<file path="config.mk">
export PLATFORM = sky130hd
export DESIGN_NAME = register_file_flat
export DESIGN_NICKNAME = d
export VERILOG_FILES = /design/src/rtl/register_file_if.sv /design/src/rtl/register_file.sv /design/src/flat_wrapper.sv
export SDC_FILE = /design/constraint.sdc
export NUM_CORES = 1
export LEC_CHECK = 0
export BUFFER_PORTS_ARGS = -buffer_cell sky130_fd_sc_hd__buf_2
export CORE_MARGIN = 2
export CORE_UTILIZATION = 45
export DETAILED_ROUTE_END_ITERATION = 6
export GPL_ROUTABILITY_DRIVEN = 0
export PLACE_DENSITY = 0.58
export SLEW_MARGIN = 40
export SYNTH_ARGS = -nofsm -noshare
export SYNTH_HDL_FRONTEND = slang
export SYNTH_SLANG_ARGS = --single-unit
</file>
<file path="constraint.sdc">
create_clock -name clk -period 4.4 [get_ports clk]
set_clock_uncertainty 0.2 [all_clocks]
set_input_delay 0 -clock clk [delete_from_list [all_inputs] [get_ports clk]]
set_output_delay 0 -clock clk [all_outputs]
set_load 0.005 [all_outputs]
</file>
<file path="src/rtl/register_file_if.sv">
// Bus bundle between the write-back/decode stages and the register file:
// write port, two read ports, pending-load scoreboard and decode stall.
interface register_file_if #(
  parameter int DATA_W = 20,
  parameter int ADDR_W = 4
);
  logic              wr_en;
  logic [ADDR_W-1:0] wr_addr;
  logic [DATA_W-1:0] wr_data;
  logic [ADDR_W-1:0] rd_addr_a;
  logic [ADDR_W-1:0] rd_addr_b;
  logic [DATA_W-1:0] rd_data_a;
  logic [DATA_W-1:0] rd_data_b;
  logic              pend_set;
  logic [ADDR_W-1:0] pend_addr;
  logic              stall;

  modport master (
    output wr_en, wr_addr, wr_data, rd_addr_a, rd_addr_b, pend_set, pend_addr,
    input  rd_data_a, rd_data_b, stall
  );

  modport slave (
    input  wr_en, wr_addr, wr_data, rd_addr_a, rd_addr_b, pend_set, pend_addr,
    output rd_data_a, rd_data_b, stall
  );
endinterface

</file>
<file path="src/rtl/register_file.sv">
// 16 x 20-bit architectural register file: r0 hardwired to zero, two bypassed
// combinational read ports, one write port and a pending-load stall scoreboard.
module register_file #(
  parameter int DATA_W = 20,
  parameter int ADDR_W = 4
) (
  input  logic           clk,
  input  logic           rst_n,
  register_file_if.slave rf
);
  localparam int NREG = 2 ** ADDR_W;
  localparam logic [ADDR_W-1:0] ZERO_IDX = {ADDR_W{1'b0}};
  localparam logic [NREG-1:0]   ONE_HOT0 = {{(NREG-1){1'b0}}, 1'b1};

  logic [DATA_W-1:0] regs_r [NREG];
  logic [NREG-1:0]   pend_r;
  logic [NREG-1:0]   pend_nxt_s;
  logic [NREG-1:0]   clr_mask_s;
  logic [NREG-1:0]   set_mask_s;
  logic              wr_ok_s;
  logic              set_ok_s;
  logic [DATA_W-1:0] rd_a_s;
  logic [DATA_W-1:0] rd_b_s;
  logic              busy_a_s;
  logic              busy_b_s;

  // Read value with same-cycle write-through; index 0 always reads zero.
  function automatic logic [DATA_W-1:0] read_port(
    input logic [ADDR_W-1:0] addr,
    input logic              w_en,
    input logic [ADDR_W-1:0] w_addr,
    input logic [DATA_W-1:0] w_data,
    input logic [DATA_W-1:0] stored
  );
    logic [DATA_W-1:0] val;
    if (addr == ZERO_IDX) begin
      val = {DATA_W{1'b0}};
    end else if (w_en && (w_addr == addr)) begin
      val = w_data;
    end else begin
      val = stored;
    end
    return val;
  endfunction

  // An operand being written this cycle is served by the bypass, so it never stalls.
  function automatic logic busy_port(
    input logic [ADDR_W-1:0] addr,
    input logic              pend_bit,
    input logic              w_en,
    input logic [ADDR_W-1:0] w_addr
  );
    return pend_bit & ~(w_en & (w_addr == addr)) & (addr != ZERO_IDX);
  endfunction

  assign wr_ok_s  = rf.wr_en & (rf.wr_addr != ZERO_IDX);
  assign set_ok_s = rf.pend_set & (rf.pend_addr != ZERO_IDX);

  // Scoreboard next state: clear on write, then set so a new load owns the register.
  always_comb begin
    clr_mask_s = {NREG{1'b0}};
    set_mask_s = {NREG{1'b0}};
    if (wr_ok_s) begin
      clr_mask_s = ONE_HOT0 << rf.wr_addr;
    end else begin
      clr_mask_s = {NREG{1'b0}};
    end
    if (set_ok_s) begin
      set_mask_s = ONE_HOT0 << rf.pend_addr;
    end else begin
      set_mask_s = {NREG{1'b0}};
    end
    pend_nxt_s = ((pend_r & ~clr_mask_s) | set_mask_s) & ~ONE_HOT0;
  end

  // Register storage; r0 stays at its reset value of zero forever.
  always_ff @(posedge clk or negedge rst_n) begin
    if (!rst_n) begin
      for (int i = 0; i < NREG; i++) begin
        regs_r[i] <= {DATA_W{1'b0}};
      end
    end else if (wr_ok_s) begin
      regs_r[rf.wr_addr] <= rf.wr_data;
    end
  end

  // Pending-load scoreboard state.
  always_ff @(posedge clk or negedge rst_n) begin
    if (!rst_n) begin
      pend_r <= {NREG{1'b0}};
    end else begin
      pend_r <= pend_nxt_s;
    end
  end

  // Combinational read ports and decode stall.
  always_comb begin
    rd_a_s   = {DATA_W{1'b0}};
    rd_b_s   = {DATA_W{1'b0}};
    busy_a_s = 1'b0;
    busy_b_s = 1'b0;
    rd_a_s   = read_port(rf.rd_addr_a, rf.wr_en, rf.wr_addr, rf.wr_data, regs_r[rf.rd_addr_a]);
    rd_b_s   = read_port(rf.rd_addr_b, rf.wr_en, rf.wr_addr, rf.wr_data, regs_r[rf.rd_addr_b]);
    busy_a_s = busy_port(rf.rd_addr_a, pend_r[rf.rd_addr_a], rf.wr_en, rf.wr_addr);
    busy_b_s = busy_port(rf.rd_addr_b, pend_r[rf.rd_addr_b], rf.wr_en, rf.wr_addr);
  end

  assign rf.rd_data_a = rd_a_s;
  assign rf.rd_data_b = rd_b_s;
  assign rf.stall     = busy_a_s | busy_b_s;
endmodule

</file>
<file path="src/flat_wrapper.sv">
// flat-port wrapper written by rule: the top's interface ports become plain ports
module register_file_flat 
#(
  parameter int DATA_W = 20,
  parameter int ADDR_W = 4
)
  (clk, rst_n, rf_wr_en, rf_wr_addr, rf_wr_data, rf_rd_addr_a, rf_rd_addr_b, rf_pend_set, rf_pend_addr, rf_rd_data_a, rf_rd_data_b, rf_stall);
  register_file_if #(.DATA_W(DATA_W), .ADDR_W(ADDR_W)) rf_i ();
  input  logic clk;
  input  logic rst_n;
  input wire logic [$bits(rf_i.wr_en)-1:0] rf_wr_en;
  input wire logic [$bits(rf_i.wr_addr)-1:0] rf_wr_addr;
  input wire logic [$bits(rf_i.wr_data)-1:0] rf_wr_data;
  input wire logic [$bits(rf_i.rd_addr_a)-1:0] rf_rd_addr_a;
  input wire logic [$bits(rf_i.rd_addr_b)-1:0] rf_rd_addr_b;
  input wire logic [$bits(rf_i.pend_set)-1:0] rf_pend_set;
  input wire logic [$bits(rf_i.pend_addr)-1:0] rf_pend_addr;
  output wire logic [$bits(rf_i.rd_data_a)-1:0] rf_rd_data_a;
  output wire logic [$bits(rf_i.rd_data_b)-1:0] rf_rd_data_b;
  output wire logic [$bits(rf_i.stall)-1:0] rf_stall;
  assign rf_i.wr_en = rf_wr_en;
  assign rf_i.wr_addr = rf_wr_addr;
  assign rf_i.wr_data = rf_wr_data;
  assign rf_i.rd_addr_a = rf_rd_addr_a;
  assign rf_i.rd_addr_b = rf_rd_addr_b;
  assign rf_i.pend_set = rf_pend_set;
  assign rf_i.pend_addr = rf_pend_addr;
  assign rf_rd_data_a = rf_i.rd_data_a;
  assign rf_rd_data_b = rf_i.rd_data_b;
  assign rf_stall = rf_i.stall;
  register_file #(.DATA_W(DATA_W), .ADDR_W(ADDR_W)) u_core (.clk(clk), .rst_n(rst_n), .rf(rf_i));
endmodule
</file>
==> impl_results.md, run 1 <==
- Post-CTS Setup Bufs: 0
- TritonCTS clock tree: built
- Clk Latency, worst-skew pair: 0.55 ns
- Post-synth top area share: 45.8%
- Power Dens Cells: 459 mW/mm^2
- Hold-critical path depth: 4
- Slowest CP cell: o31ai_4
- Fin. max-slew vios: 0
- Worst-margin pin slew: around 0.87 ns
- Final setup viols: 0
- Metal2 WL: approximately 25000 um
- Largest net degree at the start of global routing: 78
- FP Rows: 73
- IO buf count: 80
- Final Cycle Share: 64.3%
- RSZ-0062 raised after global routing: no
- Leakage: about 0.009 uW
- Period minus WS final: roughly 2.8 ns
- Hold Violations, Final: 0
- Max-slew headroom: 41.8%
- Area of the core: 0.0400 sq mm
- Sequential area share after synthesis: 45.8%
- WP buf/inv: 4
- Max Clk Rate: between 300 and 400 MHz
- Cell area after layout: around 0.021 sq mm
- Final TNS setup: 0 ns
- Clock root buffer: clkbuf_16
- DIE AREA: about 0.042 sq mm
- Mean Syn Cell Area: 14.1 sq um
- Reg2Reg Launch Point: u_core.pend_r[15]$_DFF_PN0_
- Final ANT Viol Nets: 0
- Critical Path Start Type: input pin
- # IOs: 81
- Reg2Reg Capture Point: u_core.pend_r[15]$_DFF_PN0_
- Post-CTS Hold Buffers: 40
- Ys async rst share: between 90% and 100%
- Post_cts resized: 0
- Most numerous cell in the Yosys netlist: dfrtp_1
- Syn nets: ~1.3k
- Area growth from synthesis to layout: 15.6%
- Worst setup EP type: output pin
- Maximum vdd drop: around 0.2 mV
- Starting Density: between 40% and 50%
- Worst Reg2Reg Path Length in Cells: 3
- Hold path start: rf_wr_addr[3]
- Netlist cell types: 43
- Kind of critical path: input pin to output pin
- Worst hold slack: about 0.059 ns
- Total CTS buffers: 40
- WHS Endpoint: u_core.pend_r[14]$_DFF_PN0_
- #FFs+latches synth: 335
- Synth Cell Area: 0.0183 sq mm
- Worst path max stage delay: 0.61 ns
- Area leader, netlist: dfrtp_1
- Inserted Diodes: 0
- Die extent in y: slightly above 200 um
- WL/cell: 28.5 um
- Top Metal Used: met4
- Vias: roughly 12k
- Vias in the first global route: 12.4k
- Vias per Instance: 6.34
- Share of cells above drive strength 1: ~44%
- Clock tree sinks: 335
- Worst hold path class: input pin to flip-flop
- Top post-synthesis cells by area: dfrtp_1 (46%), mux4_2 (18%), mux2_2 (16%), mux2i_1 (4.3%), mux2_1 (2.8%)
- EDFF count, synth: 0
- Status: complete, no violations
- Post-synth top cells: dfrtp_1 (335), mux2_2 (256), mux4_2 (145), mux2i_1 (79), clkbuf_1 (67)
- Syn Inst Count: 1298
- # DRC: 0
- DIE WIDTH: just over 200 um
- Place WS: ~1.7 ns
- Final worst slack: 1.57 ns
- R2R setup slack: 2.95 ns
- Drt pass-1 iters: 5
- Nets: 1397
- Final WL: approximately 55000 um
- Most used cell, CP: buf_2
- Arr. time, crit path: 2.63 ns
- H-tree lvl count: 2
- CP required: 4.20 ns
- Crit Path Max Fanout: 13
- Total Routing Usage GR: 26.6%
- Top_reg_cell synth: dfrtp_1
- Initial antenna violation count: 0
- Initial DRC count: 1221
- GRT overflow: 0
- Clock slew at reported path FFs: 0.06 ns
- CP delay by family, top: buffers and inverters
- MaxCap Viol Count: 0
- CTS Buffer Depth: 3
- Detailed placement HPWL: 33500 um
- Global-route wire length before repair: 82200 um
- Ys Warns: 0
- M1 WL: 24100 um
- WL met3: 3540 um
- Placement Cell Area: 0.0195 sq mm
- CP cell instances: dlygate4sd3_1 > buf_2 > xnor2_1 > nand4_1 > nor2_1 > o31ai_4 > buf_4 > a22o_1 > buf_2
[flip-flops by register name (all words and copies together), names as in the netlist]
| register | flops |
|---|---|
| u_core.regs_r | 320 |
| u_core.pend_r | 15 |
[power breakdown]
part	switching [uW]	total [uW]	internal, uW
clock	1340	3290	1950
sequential	546	4310	3760
combinational	828	2130	1300
[per-stage QoR]
stage,total power [uW],instances,utilization (%)
4_1_cts,9790,1911,52.9
5_1_grt,10200,1911,52.9
2_1_floorplan,5730,1298,-
3_3_place_gp,6360,1782,47.6
6_report,9730,1911,52.9
3_5_place_dp,6430,1800,48.6
[cell families after synthesis]
family	share of synthesized area, %
XOR/XNOR	0.335
buffers and inverters	4.09
multiplexers	40.6
AND/OR/NAND/NOR	3.00
AO/OA/AOI/OAI	6.18
flip-flops	45.8
[metal layers]
| layer | vias up | track usage (%) |
|---|---|---|
| met5 | - | 0 |
| li1 | 5096 | - |
| met1 | 6494 | 38.4 |
| met4 | 0 | 8.57 |
| met2 | 443 | 41.4 |
| met3 | 81 | 4.26 |
[worst max-delay path by stage]
stage,startpoint,to,slack [ns],cells past startpoint
finish,rf_wr_addr[1],rf_rd_data_a[7],1.57,9
global route,rf_wr_addr[1],rf_rd_data_a[7],1.51,9
CTS,rf_wr_addr[1],rf_rd_data_a[7],1.65,9
detailed placement,rf_rd_addr_b[2],rf_rd_data_b[5],1.74,7
global placement,rf_rd_addr_b[2],rf_rd_data_b[5],1.74,7
floorplan,rf_rd_addr_b[1],rf_rd_data_b[0],2.76,6
[final cells by class]
cell class	instances	area, sq um
repair buffers	165	1470
inverters	10	37.5
clock buffers	59	1200
well taps	525	657
flip-flops and latches	335	8380
fillers	3388	18800
multi-input cells	805	9320
clock inverters	12	96.3
[tightest hold or removal path, cell delays in order]
cell	delay, ns
buf_2	0.16
nand3_1	0.36
o21ai_0	0.14
o21ai_0	0.10
[cells in the final DEF, fill, tap and decap left out, types with 10 or more instances in the layout]
cell type	n
a22o_1	40
dlygate4sd3_1	39
buf_2	75
and2_1	15
mux2_1	45
o21ai_0	33
nand2_1	54
mux2i_1	79
o2111ai_1	22
clkinv_2	10
a21oi_1	22
a211oi_1	18
dfrtp_1	335
buf_4	26
mux2_2	256
clkbuf_16	42
buf_16	10
mux4_2	145
(Power assumes the default switching activity.)
==> run 2: changes to the inputs <==
Settings changed: ABC_AREA from default to 1.
Clock period 4.4 ns to 2.7 ns, I/O delays scaled along.
==> run 2 against run 1 <==
  * Critical path depth rose by 1
  * Area after synthesis is 8.3% higher
  * Routed wire length increased by 36%
  * Die area increased by 8.1%
  * Sequential share of layout area decreased by 2.4 points
  * Total power increased by 66%
  * Cell count increased by 90%
==> impl_results.md, run 2 <==
- EDFF count, synth: 0 (unchanged)
- Final TNS setup: 0 ns (unchanged)
- #FFs+latches synth: 335 (unchanged)
- Most frequent cells in the layout: nand2_1 (1036), nand3_1 (420), o21ai_0 (347), dfrtp_1 (335), inv_1 (329)
- Netlist cell types: 27 (-37%)
- Power Dens Cells: 716 mW/mm^2 (+56%)
- Vias in the first global route: 19.2k (+55%)
- Die extent in y: 214 um (+4.0%)
- Reg2Reg Launch Point: u_core.pend_r[1]$_DFF_PN0_
- Syn nets: 3059 (+130%)
- CTS Buffer Depth: 3 (unchanged)
- Drt pass-1 iters: 6 (+1)
- Filler cells: 4307 (+27%)
- Clk Latency, worst-skew pair: 0.57 ns (+0.02 ns)
- Ys async rst share: 100% (unchanged)
- R2R setup slack: 1.26 ns (-1.69 ns)
- Vias per Instance: 5.51 (-13%)
- Post-synth top cells: nand2_1 (1036), nand3_1 (421), o21ai_0 (347), dfrtp_1 (335), inv_1 (330)
- Max-slew headroom: 42.6% (+0.81 points)
- DIE WIDTH: 214 um (+4.0%)
- TritonCTS clock tree: built
- CP required: 2.50 ns (-1.70 ns)
- Post-synth top area share: 42.2% (-3.5 points)
- Max Clk Rate: 406 MHz
- Arr. time, crit path: 2.26 ns (-0.37 ns)
- Critical Path Start Type: input pin
- Clock root buffer: clkbuf_16
- GRT overflow: 0 (unchanged)
- Placed insts: 3510 (+95%)
- Top reg by flops: u_core.regs_r
- Clock tree sinks: 335 (unchanged)
- Area leader, netlist: dfrtp_1
- CP startpoint: rf_wr_addr[1]
- # DRC: 0 (unchanged)
- Synth Cell Area: 0.0198 sq mm (+8.3%)
- Kind of critical path: input pin to output pin
- Worst hold path class: input pin to flip-flop
- Final Cycle Share: 91.2%
- Top flop regs: u_core.regs_r x320, u_core.pend_r x15
- Hold path start: rf_wr_addr[2]
- Global-route wire length before repair: 115000 um (+40%)
- MaxCap Viol Count: 0 (unchanged)
- Vias: 20.0k (+65%)
- Final worst slack: 0.237 ns (-1.33 ns)
- Leakage: 0.0111 uW (+24%)
- Worst hold slack: 0.0608 ns (+0.00201 ns)
- FP Rows: 76 (+4.1%)
- Tot Pwr: 16100 uW (+66%)
- Top_reg_cell synth: dfrtp_1
- Detailed placement HPWL: 43000 um (+28%)
- Fin cells: 3626 (+90%)
- Most numerous cell in the Yosys netlist: nand2_1
- RSZ-0062 raised after global routing: no
- Share of cells above drive strength 1: 8.59% (-35 points)
- Place WS: 0.537 ns (-1.20 ns)
- Maximum vdd drop: 0.588 mV (+190%)
- WL/cell: 20.5 um (-28%)
- Area growth from synthesis to layout: 13.6%
- DIE AREA: 0.0458 sq mm (+8.1%)
- Fin. max-slew vios: 0 (unchanged)
- Worst-margin pin slew: 0.860 ns (-0.0131 ns)
- Post-CTS Setup Bufs: 0 (unchanged)
- Final setup viols: 0 (unchanged)
- Area of the core: 0.0433 sq mm (+8.2%)
- Final WL: 74400 um (+36%)
- Sequential area share after synthesis: 42.2% (-3.5 points)
- Starting Density: 45.9% (+0.065 points)
- Clock slew at reported path FFs: 0.06 ns (about the same)
- Worst setup EP type: output pin
- Total CTS buffers: 41 (+2.5%)
- Period minus WS final: 2.46 ns
- # IOs: 81 (unchanged)
- Initial DRC count: 1978 (+62%)
- Commonest non-fill, non-tap cell in the layout: nand2_1
- Initial antenna violation count: 1 (+1)
- Max reg flops: 320 (unchanged)
- Status: complete, no violations
- Final ANT Viol Nets: 0 (unchanged)
- Mean Syn Cell Area: 6.57 sq um (-53%)
- H-tree lvl count: 2 (unchanged)
- Top post-synthesis cells by area: dfrtp_1 (42%), nand2_1 (20%), nand3_1 (11%), o21ai_0 (8.8%), inv_1 (6.2%)
- Ys Warns: 0 (unchanged)
- Crit Path Max Fanout: 17 (+4)
- CP cell instances: dlygate4sd3_1 > buf_2 > inv_1 > o21ai_0 > nor2_1 > nand3_4 > buf_4 > o21ai_1 > nor2_1 > buf_2
- Syn Inst Count: 3019 (+130%)
- Total Routing Usage GR: 32.4% (+5.7 points)
- IO buf count: 80 (unchanged)
- Worst path max stage delay: 0.53 ns (-0.08 ns)
- Nets: 3049 (+120%)
- Slowest CP cell: dlygate4sd3_1
- Largest net degree at the start of global routing: 120 (+54%)
- Hold Violations, Final: 0 (unchanged)
[run 2: repair_timing]
action	in CTS	in global routing
hold buffers	41	0
hold endpoints to repair	650	0
setup endpoints to repair	0	1
resized for setup	0	1
[run 2: area by class of cell]
| class | instances | area [sq um] | share of cell area, % |
|---|---|---|---|
| Clock buffer | 63 | 1270 | 5.64 |
| Timing Repair Buffer | 191 | 1550 | 6.86 |
| Inverter | 342 | 1290 | 5.70 |
| Clock inverter | 11 | 138 | 0.610 |
| Sequential cell | 335 | 8380 | 37.2 |
| Multi-Input combinational cell | 2098 | 9190 | 40.7 |
| Antenna cell | 1 | 2.50 | 0.0111 |
| Tap cell | 585 | 732 | 3.25 |
[run 2: cells by family after synthesis]
group	share of synthesized area (%)
and+or+nand+nor	35.0
xor gates and xnor gates	0.0883
AOI/OAI and AO/OA	10.7
buffers and inverters	12.0
DFF	42.2
[run 2: where the power goes]
part           total (uW)  internal (uW)  switching, uW
sequential           6580           6130            457
clock                5800           3520           2270
combinational        3760           1260           2510
[run 2: stage by stage]
stage                     area [sq um]  util (%)
after CTS                        22500      52.1
final                            22500      52.1
after detailed placement         20700      47.9
after global placement           20700      47.9
after floorplan                  19800         -
after global routing             22500      52.1
[run 2: worst max-delay path: cells and delay by family]
family                 cells  cell delay, ns
AOI/OAI and AO/OA          2            0.31
buffers and inverters      5            1.24
and+or+nand+nor            3            0.69
[run 2: path summary, 6_finish.rpt]
| kind | to | cells after the start |
|---|---|---|
| max | rf_rd_data_b[8] | 10 |
| min | u_core.regs_r[297]$_DFFE_PN0P_ | 6 |
| max reg2reg | u_core.pend_r[1]$_DFF_PN0_ | 3 |
| min reg2reg | u_core.regs_r[300]$_DFFE_PN0P_ | 0 |
| max in group asynchronous | u_core.regs_r[192]$_DFFE_PN0P_ | 4 |
| min in group asynchronous | u_core.regs_r[103]$_DFFE_PN0P_ | 3 |
[run 2: metal layers]
layer / share of wire, % / GRT usage, % / routed length [um] / up-vias
met3: 8.7 / 5.75 / 6510 / 189
met1: 41 / 42.5 / 30900 / 9409
met2: 46 / 52.7 / 34100 / 962
li1: - / - / - / 9419
met5: 0 / 0 / 0 / -
met4: 3.9 / 13.5 / 2940 / 0
